$ cat config.mk
export PLATFORM = sky130hd
export DESIGN_NAME = db_luma_sched_flat
export DESIGN_NICKNAME = d
export VERILOG_FILES = /design/src/rtl/db_luma_sched_pkg.sv /design/src/rtl/db_luma_sched_if.sv /design/src/rtl/db_sched_dly.sv /design/src/rtl/db_luma_sched.sv /design/src/flat_wrapper.sv
export SDC_FILE = /design/constraint.sdc
export NUM_CORES = 1
export LEC_CHECK = 0
export ABC_CLOCK_PERIOD_IN_PS = 1900
export CAP_MARGIN = 20
export CORE_MARGIN = 4
export CORE_UTILIZATION = 41
export CTS_BUF_LIST = sky130_fd_sc_hd__clkbuf_4
export DETAILED_ROUTE_END_ITERATION = 8
export GPL_TIMING_DRIVEN = 0
export PLACE_DENSITY = 0.69
export SLEW_MARGIN = 20
export SYNTH_ARGS = -nofsm -noshare
export SYNTH_HDL_FRONTEND = slang
export SYNTH_SLANG_ARGS = --single-unit
$ cat constraint.sdc
create_clock -name clk -period 1.9 [get_ports clk]
set_input_delay 0.285 -clock clk [delete_from_list [all_inputs] [get_ports clk]]
set_output_delay 0.285 -clock clk [all_outputs]
set_load 0.05 [all_outputs]
$ cat src/rtl/db_luma_sched_pkg.sv
// Shared types and constants for the luma deblocking edge scheduler.
// Optional feature macro: DB_SKIP_ZERO_BS_EN.
package db_luma_sched_pkg;

   localparam int LINES_PER_EDGE = 16;
   localparam int EDGES          = 4;
   localparam int PIPE_LAT       = 2;
   localparam int BUF_LAT        = 1;
   localparam int DRAIN_CYC      = 3;
   localparam int BS_W           = 3;
   localparam int SEGS           = 4;
   localparam int EDGE_BITS      = SEGS * BS_W;
   localparam int BS_BITS        = EDGES * EDGE_BITS;
   localparam int WR_DLY         = BUF_LAT + PIPE_LAT;

   localparam logic [2:0] ST_IDLE    = 3'd0;
   localparam logic [2:0] ST_VER     = 3'd1;
   localparam logic [2:0] ST_DRAIN_V = 3'd2;
   localparam logic [2:0] ST_HOR     = 3'd3;
   localparam logic [2:0] ST_DRAIN_H = 3'd4;
   localparam logic [2:0] ST_DONE    = 3'd5;

   typedef struct packed {
      logic       en;
      logic       dir;
      logic [1:0] edg;
      logic [3:0] line;
   } line_addr_t;

   // First edge >= from that must be issued; 4 means none remain.
   function automatic logic [2:0] seek_edge(
      input logic [BS_BITS-1:0] bs,
      input logic [2:0]         from,
      input logic               skip
   );
      logic [2:0] r;
      r = 3'd4;
      for (int e = EDGES - 1; e >= 0; e--) begin
         if (3'(e) >= from &&
             (!skip || (|bs[e*EDGE_BITS +: EDGE_BITS])))
            r = 3'(e);
      end
      return r;
   endfunction

endpackage

$ cat src/rtl/db_luma_sched_if.sv
// Control/data bundle between the MB controller and the luma scheduler.
// Feature macro DB_SKIP_ZERO_BS_EN does not change this bundle.
interface db_luma_sched_if;

   logic        start_i;
   logic [5:0]  qp_cur_i;
   logic [5:0]  qp_left_i;
   logic [5:0]  qp_top_i;
   logic [47:0] bs_ver_i;
   logic [47:0] bs_hor_i;

   logic        busy_o;
   logic        done_o;
   logic        rd_en_o;
   logic        rd_dir_o;
   logic [1:0]  rd_edge_o;
   logic [3:0]  rd_line_o;
   logic [2:0]  pipe_bs_o;
   logic [5:0]  pipe_qp1_o;
   logic [5:0]  pipe_qp2_o;
   logic        wr_en_o;
   logic        wr_dir_o;
   logic [1:0]  wr_edge_o;
   logic [3:0]  wr_line_o;

   modport master (
      output start_i, qp_cur_i, qp_left_i, qp_top_i,
      output bs_ver_i, bs_hor_i,
      input  busy_o, done_o,
      input  rd_en_o, rd_dir_o, rd_edge_o, rd_line_o,
      input  pipe_bs_o, pipe_qp1_o, pipe_qp2_o,
      input  wr_en_o, wr_dir_o, wr_edge_o, wr_line_o
   );

   modport slave (
      input  start_i, qp_cur_i, qp_left_i, qp_top_i,
      input  bs_ver_i, bs_hor_i,
      output busy_o, done_o,
      output rd_en_o, rd_dir_o, rd_edge_o, rd_line_o,
      output pipe_bs_o, pipe_qp1_o, pipe_qp2_o,
      output wr_en_o, wr_dir_o, wr_edge_o, wr_line_o
   );

endinterface

$ cat src/rtl/db_sched_dly.sv
// Parameterised-depth shift register, async active-low reset.
// Feature macro DB_SKIP_ZERO_BS_EN does not affect this block.
module db_sched_dly #(
   parameter int W     = 8,
   parameter int DEPTH = 3
) (
   input  logic         clk,
   input  logic         rst,
   input  logic [W-1:0] d_i,
   output logic [W-1:0] q_o
);

   logic [DEPTH-1:0][W-1:0] sr_q;
   logic [DEPTH-1:0][W-1:0] sr_d;

   always_comb begin
      sr_d    = sr_q;
      sr_d[0] = d_i;
      for (int i = 1; i < DEPTH; i++)
         sr_d[i] = sr_q[i-1];
   end

   always_ff @(posedge clk or negedge rst) begin
      if (!rst) sr_q <= '0;
      else      sr_q <= sr_d;
   end

   assign q_o = sr_q[DEPTH-1];

endmodule

$ cat src/rtl/db_luma_sched.sv
// Luma deblocking edge scheduler: issues line reads, pipeline bS/QP, writes.
// Define DB_SKIP_ZERO_BS_EN to skip edges whose four bS segments are 0.
module db_luma_sched
   import db_luma_sched_pkg::*;
(
   input logic            clk,
   input logic            rst,
   db_luma_sched_if.slave bus
);

`ifdef DB_SKIP_ZERO_BS_EN
   localparam logic SKIP_EN = 1'b1;
`else
   localparam logic SKIP_EN = 1'b0;
`endif

   logic [2:0]         state_q, state_d;
   logic [5:0]         cnt_q, cnt_d;
   logic [BS_BITS-1:0] bs_ver_q, bs_ver_d;
   logic [BS_BITS-1:0] bs_hor_q, bs_hor_d;
   logic [5:0]         qp_cur_q, qp_cur_d;
   logic [5:0]         qp_left_q, qp_left_d;
   logic [5:0]         qp_top_q, qp_top_d;
   logic [2:0]         pipe_bs_q, pipe_bs_d;
   logic [5:0]         pipe_qp1_q, pipe_qp1_d;
   logic [5:0]         pipe_qp2_q, pipe_qp2_d;

   logic [2:0]         nxt_e;
   line_addr_t         rd_a;
   line_addr_t         wr_a;
   logic [BS_BITS-1:0] bs_dir;
   logic [3:0]         seg_idx;

   always_comb begin
      state_d   = state_q;
      cnt_d     = cnt_q;
      bs_ver_d  = bs_ver_q;
      bs_hor_d  = bs_hor_q;
      qp_cur_d  = qp_cur_q;
      qp_left_d = qp_left_q;
      qp_top_d  = qp_top_q;
      nxt_e     = 3'd0;
      unique case (state_q)
         ST_IDLE: begin
            if (bus.start_i) begin
               bs_ver_d  = bus.bs_ver_i;
               bs_hor_d  = bus.bs_hor_i;
               qp_cur_d  = bus.qp_cur_i;
               qp_left_d = bus.qp_left_i;
               qp_top_d  = bus.qp_top_i;
               nxt_e     = seek_edge(bus.bs_ver_i, 3'd0, SKIP_EN);
               state_d   = nxt_e[2] ? ST_DRAIN_V : ST_VER;
               cnt_d     = {nxt_e[1:0], 4'd0};
            end
         end
         ST_VER: begin
            if (cnt_q[3:0] == 4'hF) begin
               nxt_e   = seek_edge(bs_ver_q,
                                   {1'b0, cnt_q[5:4]} + 3'd1,
                                   SKIP_EN);
               state_d = nxt_e[2] ? ST_DRAIN_V : ST_VER;
               cnt_d   = {nxt_e[1:0], 4'd0};
            end else begin
               cnt_d = cnt_q + 6'd1;
            end
         end
         ST_DRAIN_V: begin
            if (cnt_q == 6'(DRAIN_CYC - 1)) begin
               nxt_e   = seek_edge(bs_hor_q, 3'd0, SKIP_EN);
               state_d = nxt_e[2] ? ST_DRAIN_H : ST_HOR;
               cnt_d   = {nxt_e[1:0], 4'd0};
            end else begin
               cnt_d = cnt_q + 6'd1;
            end
         end
         ST_HOR: begin
            if (cnt_q[3:0] == 4'hF) begin
               nxt_e   = seek_edge(bs_hor_q,
                                   {1'b0, cnt_q[5:4]} + 3'd1,
                                   SKIP_EN);
               state_d = nxt_e[2] ? ST_DRAIN_H : ST_HOR;
               cnt_d   = {nxt_e[1:0], 4'd0};
            end else begin
               cnt_d = cnt_q + 6'd1;
            end
         end
         ST_DRAIN_H: begin
            if (cnt_q == 6'(DRAIN_CYC - 1)) begin
               state_d = ST_DONE;
               cnt_d   = 6'd0;
            end else begin
               cnt_d = cnt_q + 6'd1;
            end
         end
         ST_DONE: begin
            state_d = ST_IDLE;
            cnt_d   = 6'd0;
         end
         default: begin
            state_d = ST_IDLE;
            cnt_d   = 6'd0;
         end
      endcase
   end

   // Read address is zeroed outside VER/HOR so idle buses stay at 0.
   always_comb begin
      rd_a.en   = (state_q == ST_VER) || (state_q == ST_HOR);
      rd_a.dir  = rd_a.en && (state_q == ST_HOR);
      rd_a.edg  = rd_a.en ? cnt_q[5:4] : 2'd0;
      rd_a.line = rd_a.en ? cnt_q[3:0] : 4'd0;
   end

   always_comb begin
      bs_dir     = rd_a.dir ? bs_hor_q : bs_ver_q;
      seg_idx    = {rd_a.edg, rd_a.line[3:2]};
      pipe_bs_d  = 3'd0;
      pipe_qp1_d = 6'd0;
      pipe_qp2_d = 6'd0;
      if (rd_a.en) begin
         pipe_bs_d  = bs_dir[seg_idx*BS_W +: BS_W];
         pipe_qp2_d = qp_cur_q;
         if (rd_a.edg == 2'd0)
            pipe_qp1_d = rd_a.dir ? qp_top_q : qp_left_q;
         else
            pipe_qp1_d = qp_cur_q;
      end
   end

   always_ff @(posedge clk or negedge rst) begin
      if (!rst) begin
         state_q    <= ST_IDLE;
         cnt_q      <= '0;
         bs_ver_q   <= '0;
         bs_hor_q   <= '0;
         qp_cur_q   <= '0;
         qp_left_q  <= '0;
         qp_top_q   <= '0;
         pipe_bs_q  <= '0;
         pipe_qp1_q <= '0;
         pipe_qp2_q <= '0;
      end else begin
         state_q    <= state_d;
         cnt_q      <= cnt_d;
         bs_ver_q   <= bs_ver_d;
         bs_hor_q   <= bs_hor_d;
         qp_cur_q   <= qp_cur_d;
         qp_left_q  <= qp_left_d;
         qp_top_q   <= qp_top_d;
         pipe_bs_q  <= pipe_bs_d;
         pipe_qp1_q <= pipe_qp1_d;
         pipe_qp2_q <= pipe_qp2_d;
      end
   end

   db_sched_dly #(
      .W     ($bits(line_addr_t)),
      .DEPTH (WR_DLY)
   ) u_wr_dly (
      .clk (clk),
      .rst (rst),
      .d_i (rd_a),
      .q_o (wr_a)
   );

   assign bus.busy_o     = (state_q != ST_IDLE);
   assign bus.done_o     = (state_q == ST_DONE);
   assign bus.rd_en_o    = rd_a.en;
   assign bus.rd_dir_o   = rd_a.dir;
   assign bus.rd_edge_o  = rd_a.edg;
   assign bus.rd_line_o  = rd_a.line;
   assign bus.pipe_bs_o  = pipe_bs_q;
   assign bus.pipe_qp1_o = pipe_qp1_q;
   assign bus.pipe_qp2_o = pipe_qp2_q;
   assign bus.wr_en_o    = wr_a.en;
   assign bus.wr_dir_o   = wr_a.dir;
   assign bus.wr_edge_o  = wr_a.edg;
   assign bus.wr_line_o  = wr_a.line;

endmodule

$ cat src/flat_wrapper.sv
// flat-port wrapper written by rule: the top's interface ports become plain ports
module db_luma_sched_flat import db_luma_sched_pkg::*;
  (clk, rst, bus_start_i, bus_qp_cur_i, bus_qp_left_i, bus_qp_top_i, bus_bs_ver_i, bus_bs_hor_i, bus_busy_o, bus_done_o, bus_rd_en_o, bus_rd_dir_o, bus_rd_edge_o, bus_rd_line_o, bus_pipe_bs_o, bus_pipe_qp1_o, bus_pipe_qp2_o, bus_wr_en_o, bus_wr_dir_o, bus_wr_edge_o, bus_wr_line_o);
  db_luma_sched_if bus_i ();
  input logic clk;
  input logic rst;
  input wire logic [$bits(bus_i.start_i)-1:0] bus_start_i;
  input wire logic [$bits(bus_i.qp_cur_i)-1:0] bus_qp_cur_i;
  input wire logic [$bits(bus_i.qp_left_i)-1:0] bus_qp_left_i;
  input wire logic [$bits(bus_i.qp_top_i)-1:0] bus_qp_top_i;
  input wire logic [$bits(bus_i.bs_ver_i)-1:0] bus_bs_ver_i;
  input wire logic [$bits(bus_i.bs_hor_i)-1:0] bus_bs_hor_i;
  output wire logic [$bits(bus_i.busy_o)-1:0] bus_busy_o;
  output wire logic [$bits(bus_i.done_o)-1:0] bus_done_o;
  output wire logic [$bits(bus_i.rd_en_o)-1:0] bus_rd_en_o;
  output wire logic [$bits(bus_i.rd_dir_o)-1:0] bus_rd_dir_o;
  output wire logic [$bits(bus_i.rd_edge_o)-1:0] bus_rd_edge_o;
  output wire logic [$bits(bus_i.rd_line_o)-1:0] bus_rd_line_o;
  output wire logic [$bits(bus_i.pipe_bs_o)-1:0] bus_pipe_bs_o;
  output wire logic [$bits(bus_i.pipe_qp1_o)-1:0] bus_pipe_qp1_o;
  output wire logic [$bits(bus_i.pipe_qp2_o)-1:0] bus_pipe_qp2_o;
  output wire logic [$bits(bus_i.wr_en_o)-1:0] bus_wr_en_o;
  output wire logic [$bits(bus_i.wr_dir_o)-1:0] bus_wr_dir_o;
  output wire logic [$bits(bus_i.wr_edge_o)-1:0] bus_wr_edge_o;
  output wire logic [$bits(bus_i.wr_line_o)-1:0] bus_wr_line_o;
  assign bus_i.start_i = bus_start_i;
  assign bus_i.qp_cur_i = bus_qp_cur_i;
  assign bus_i.qp_left_i = bus_qp_left_i;
  assign bus_i.qp_top_i = bus_qp_top_i;
  assign bus_i.bs_ver_i = bus_bs_ver_i;
  assign bus_i.bs_hor_i = bus_bs_hor_i;
  assign bus_busy_o = bus_i.busy_o;
  assign bus_done_o = bus_i.done_o;
  assign bus_rd_en_o = bus_i.rd_en_o;
  assign bus_rd_dir_o = bus_i.rd_dir_o;
  assign bus_rd_edge_o = bus_i.rd_edge_o;
  assign bus_rd_line_o = bus_i.rd_line_o;
  assign bus_pipe_bs_o = bus_i.pipe_bs_o;
  assign bus_pipe_qp1_o = bus_i.pipe_qp1_o;
  assign bus_pipe_qp2_o = bus_i.pipe_qp2_o;
  assign bus_wr_en_o = bus_i.wr_en_o;
  assign bus_wr_dir_o = bus_i.wr_dir_o;
  assign bus_wr_edge_o = bus_i.wr_edge_o;
  assign bus_wr_line_o = bus_i.wr_line_o;
  db_luma_sched u_core (.clk(clk), .rst(rst), .bus(bus_i));
endmodule
==> qor.yml <==
nNetsFinal: 898
grt_max_degree: 91
num_vias: 5574
cp_slowest_cell: "buf_1"
syn_to_final_growth_pct: 53.2
grt_remaining_overflow: 0
clock_skew_ns: 0.0128
synth_ff_type: "dfrtp_1"
firstDrtPassIters: 7
synth_top_area_cell: "dfrtp_1"
top_usage_layer: "met2"
worstMarginPinSlew_ns: 0.745
grtUsageMet3: 0.0538
antenna_found_initial: 1
final_common_cell: "dfrtp_1"
fin_cells: 1010
cp_max_fo: 10
htreeDepth: 4
cts_buffer_depth: 2
ys_async_sr_fraction: 1.00
place_ws_ns: -0.929
clk-insertion-delay-late_ns: 0.58
postRouteAntennaNets: 0
status: "finished, violations left"
portBuffers: 149
setup_slack_ns: -0.433
syn_inst: 554
fin_crit_sh: 1.23
synthTopCellsByArea: "dfrtp_1, mux2_2, mux2i_1"
cap_violations: 0
crit_buf_inv: 2
finalWirelength_um: 22200
drc_errors: 0
hold_viol: 0
hp-class: "in2async"
irDropWorstVdd_uv: 921
pin_count: 150
cts_tree: "yes"
fin_util: 0.643
grt_pass1_wl_um: 33500
finalCriticalPeriod_ns: 2.33
layout_common_cells: "dfrtp_1, clkdlybuf4s50_1, mux2_4, buf_4, nor2_1"
drt-wirelength-per-cell_um: 22.0
core.rowCount: 47
dp.cells: 924
crit_path_start_kind: "register"
endpoint_kind: "register"
layout-drive-gt1-share: 0.371
rsz0062_at_grt: "yes"
dieArea_um2: 19300
root_buffer: "clkbuf_4"
start_util: 0.420
yosysWarnings: 0
grt.met2_usage: 0.359
cp_slowest_stage_delay_ns: 0.58
die_h_um: 139
core_area_um2: 16700
slew_headroom: 0.503
ys_ff_latch: 162
syn_area_per_cell_um2: 12.7
finalMaxSlewViolations: 0
yosysTopAreaCellShare: 0.578
yosysSeqAreaShare: 0.578
crit_family: "compound AO/OA/AOI/OAI gates"
syn-num-nets: 675
clk_pin_slew_worst_paths_ns: 0.12
place.gp.congestion: 0.874
gr-usage-all-layers: 0.223
power_leakage_nw: 4.83
setup_viol: 128
use_met1: 0.292
via_per_inst: 5.52
fmax_mhz: 429
critical_path_arrival_ns: 2.78
cts.sinks: 162
critical_path.cell_chain: "buf_6 -> buf_1 -> nor2_1 -> o21ai_0 -> o2111ai_1 -> a311o_2 -> o41ai_2"
netlist_area_um2: 7010
die_w_um: 139
drt_iter0_drc: 502
hpwl_um: 13500
critical_path_class: "reg2reg"
grt_pass1_vias: 5999
synth_edf_count: 0
synth.distinct_cells: 46
cp_data_required_time_ns: 2.34
p_per_area_nw_per_um2: 1340
numCtsBuffers: 17
violations: "negative setup slack"
==> layer usage <==
metal | wire length, µm | part of all wire
met4 | 891 | 0.040
met3 | 1600 | 0.072
met2 | 10600 | 0.48
met5 | 0 | 0
met1 | 9090 | 0.41
==> Yosys cell counts, types with 2 or more instances <==
master,n
a21o_1,2
o221ai_1,7
o211ai_1,4
ha_1,4
xnor2_1,2
a32o_1,2
nand3_1,6
mux4_2,3
a31oi_1,14
nand2_1,21
mux2i_1,25
o22ai_1,4
buf_4,8
clkbuf_1,9
nor2_1,39
buf_1,3
o2111ai_1,3
a21oi_1,13
o21ai_0,27
and2_1,7
a211oi_1,7
and3_1,3
or3b_1,3
buf_2,21
dfrtp_1,162
mux2_2,108
inv_1,23
nand2b_1,5
nor4b_1,2
==> timing repair <==
item,in CTS,in global routing
hold buffers,1,0
pin swaps,9,21
endpoints found under the hold margin,72,0
resized for setup,343,65
endpoints found under the setup margin,156,130
setup buffers,47,16
gates cloned,10,2
==> cell type report <==
class,instances,area [µm²]
antenna,1,2.50
buffer,23,256
clock buffer,19,143
clock inverter,12,165
fill,1196,5960
inverter,24,113
multi-input combinational,326,3250
sequential,162,4060
tap,220,275
timing repair buffer,223,2480
==> registers in the layout (all words and copies together) (netlist names) <==
signal,cells
u_core.bs_ver_q,48
u_core.qp_left_q,6
u_core.bus.pipe_qp2_o,6
u_core.u_wr_dly.q_o,8
u_core.qp_top_q,6
u_core.bus.pipe_qp1_o,6
u_core.u_wr_dly.sr_d,16
u_core.state_q,3
u_core.qp_cur_q,6
u_core.bs_hor_q,48
u_core.bus.pipe_bs_o,3
u_core.cnt_q,6
==> per-stage QoR <==
stage                     instance area, µm²  TNS [ns]  hold slack [ns]  power [mW]
after floorplan                         7050         0          -0.0106        8.99
after global placement                  8810   -962.59            0.331        10.7
after detailed placement                8840    -24.57            0.287        10.9
after CTS                              10600    -14.51            0.246        14.0
after global routing                   10700    -23.78            0.242        15.1
final                                  10700    -20.22            0.232        14.4
==> where the power goes <==
| part | internal [mW] | switching, mW |
|---|---|---|
| registers | 4.76 | 0.758 |
| clock network | 1.05 | 1.19 |
| logic | 3.13 | 3.55 |
| total | 8.95 | 5.50 |
==> worst paths after layout <==
| path | start | end | slack (ns) | cells after the start |
|---|---|---|---|---|
| setup / recovery | u_core.state_q[1] | u_core.bus.pipe_bs_o[0] | -0.43 | 7 |
| hold / removal | rst | u_core.qp_top_q[2] | 0.23 | 2 |
| setup reg to reg | u_core.state_q[1] | u_core.bus.pipe_bs_o[0] | -0.43 | 7 |
| hold reg to reg | u_core.u_wr_dly.sr_d[19] | u_core.u_wr_dly.q_o[3] | 0.36 | 0 |
| max in group asynchronous | rst | u_core.bs_ver_q[38] | 0.82 | 3 |
| min in group clk | bus_bs_hor_i[32] | u_core.bs_hor_q[32] | 0.27 | 3 |
==> logic make-up after synthesis <==
family          share of synthesized area
buf+inv                            0.0444
flops                               0.578
xor+xnor                          0.00375
compound gates                     0.0824
simple gates                       0.0655
mux                                 0.219
fa+ha+maj                         0.00714
(Power assumes the default switching activity.)
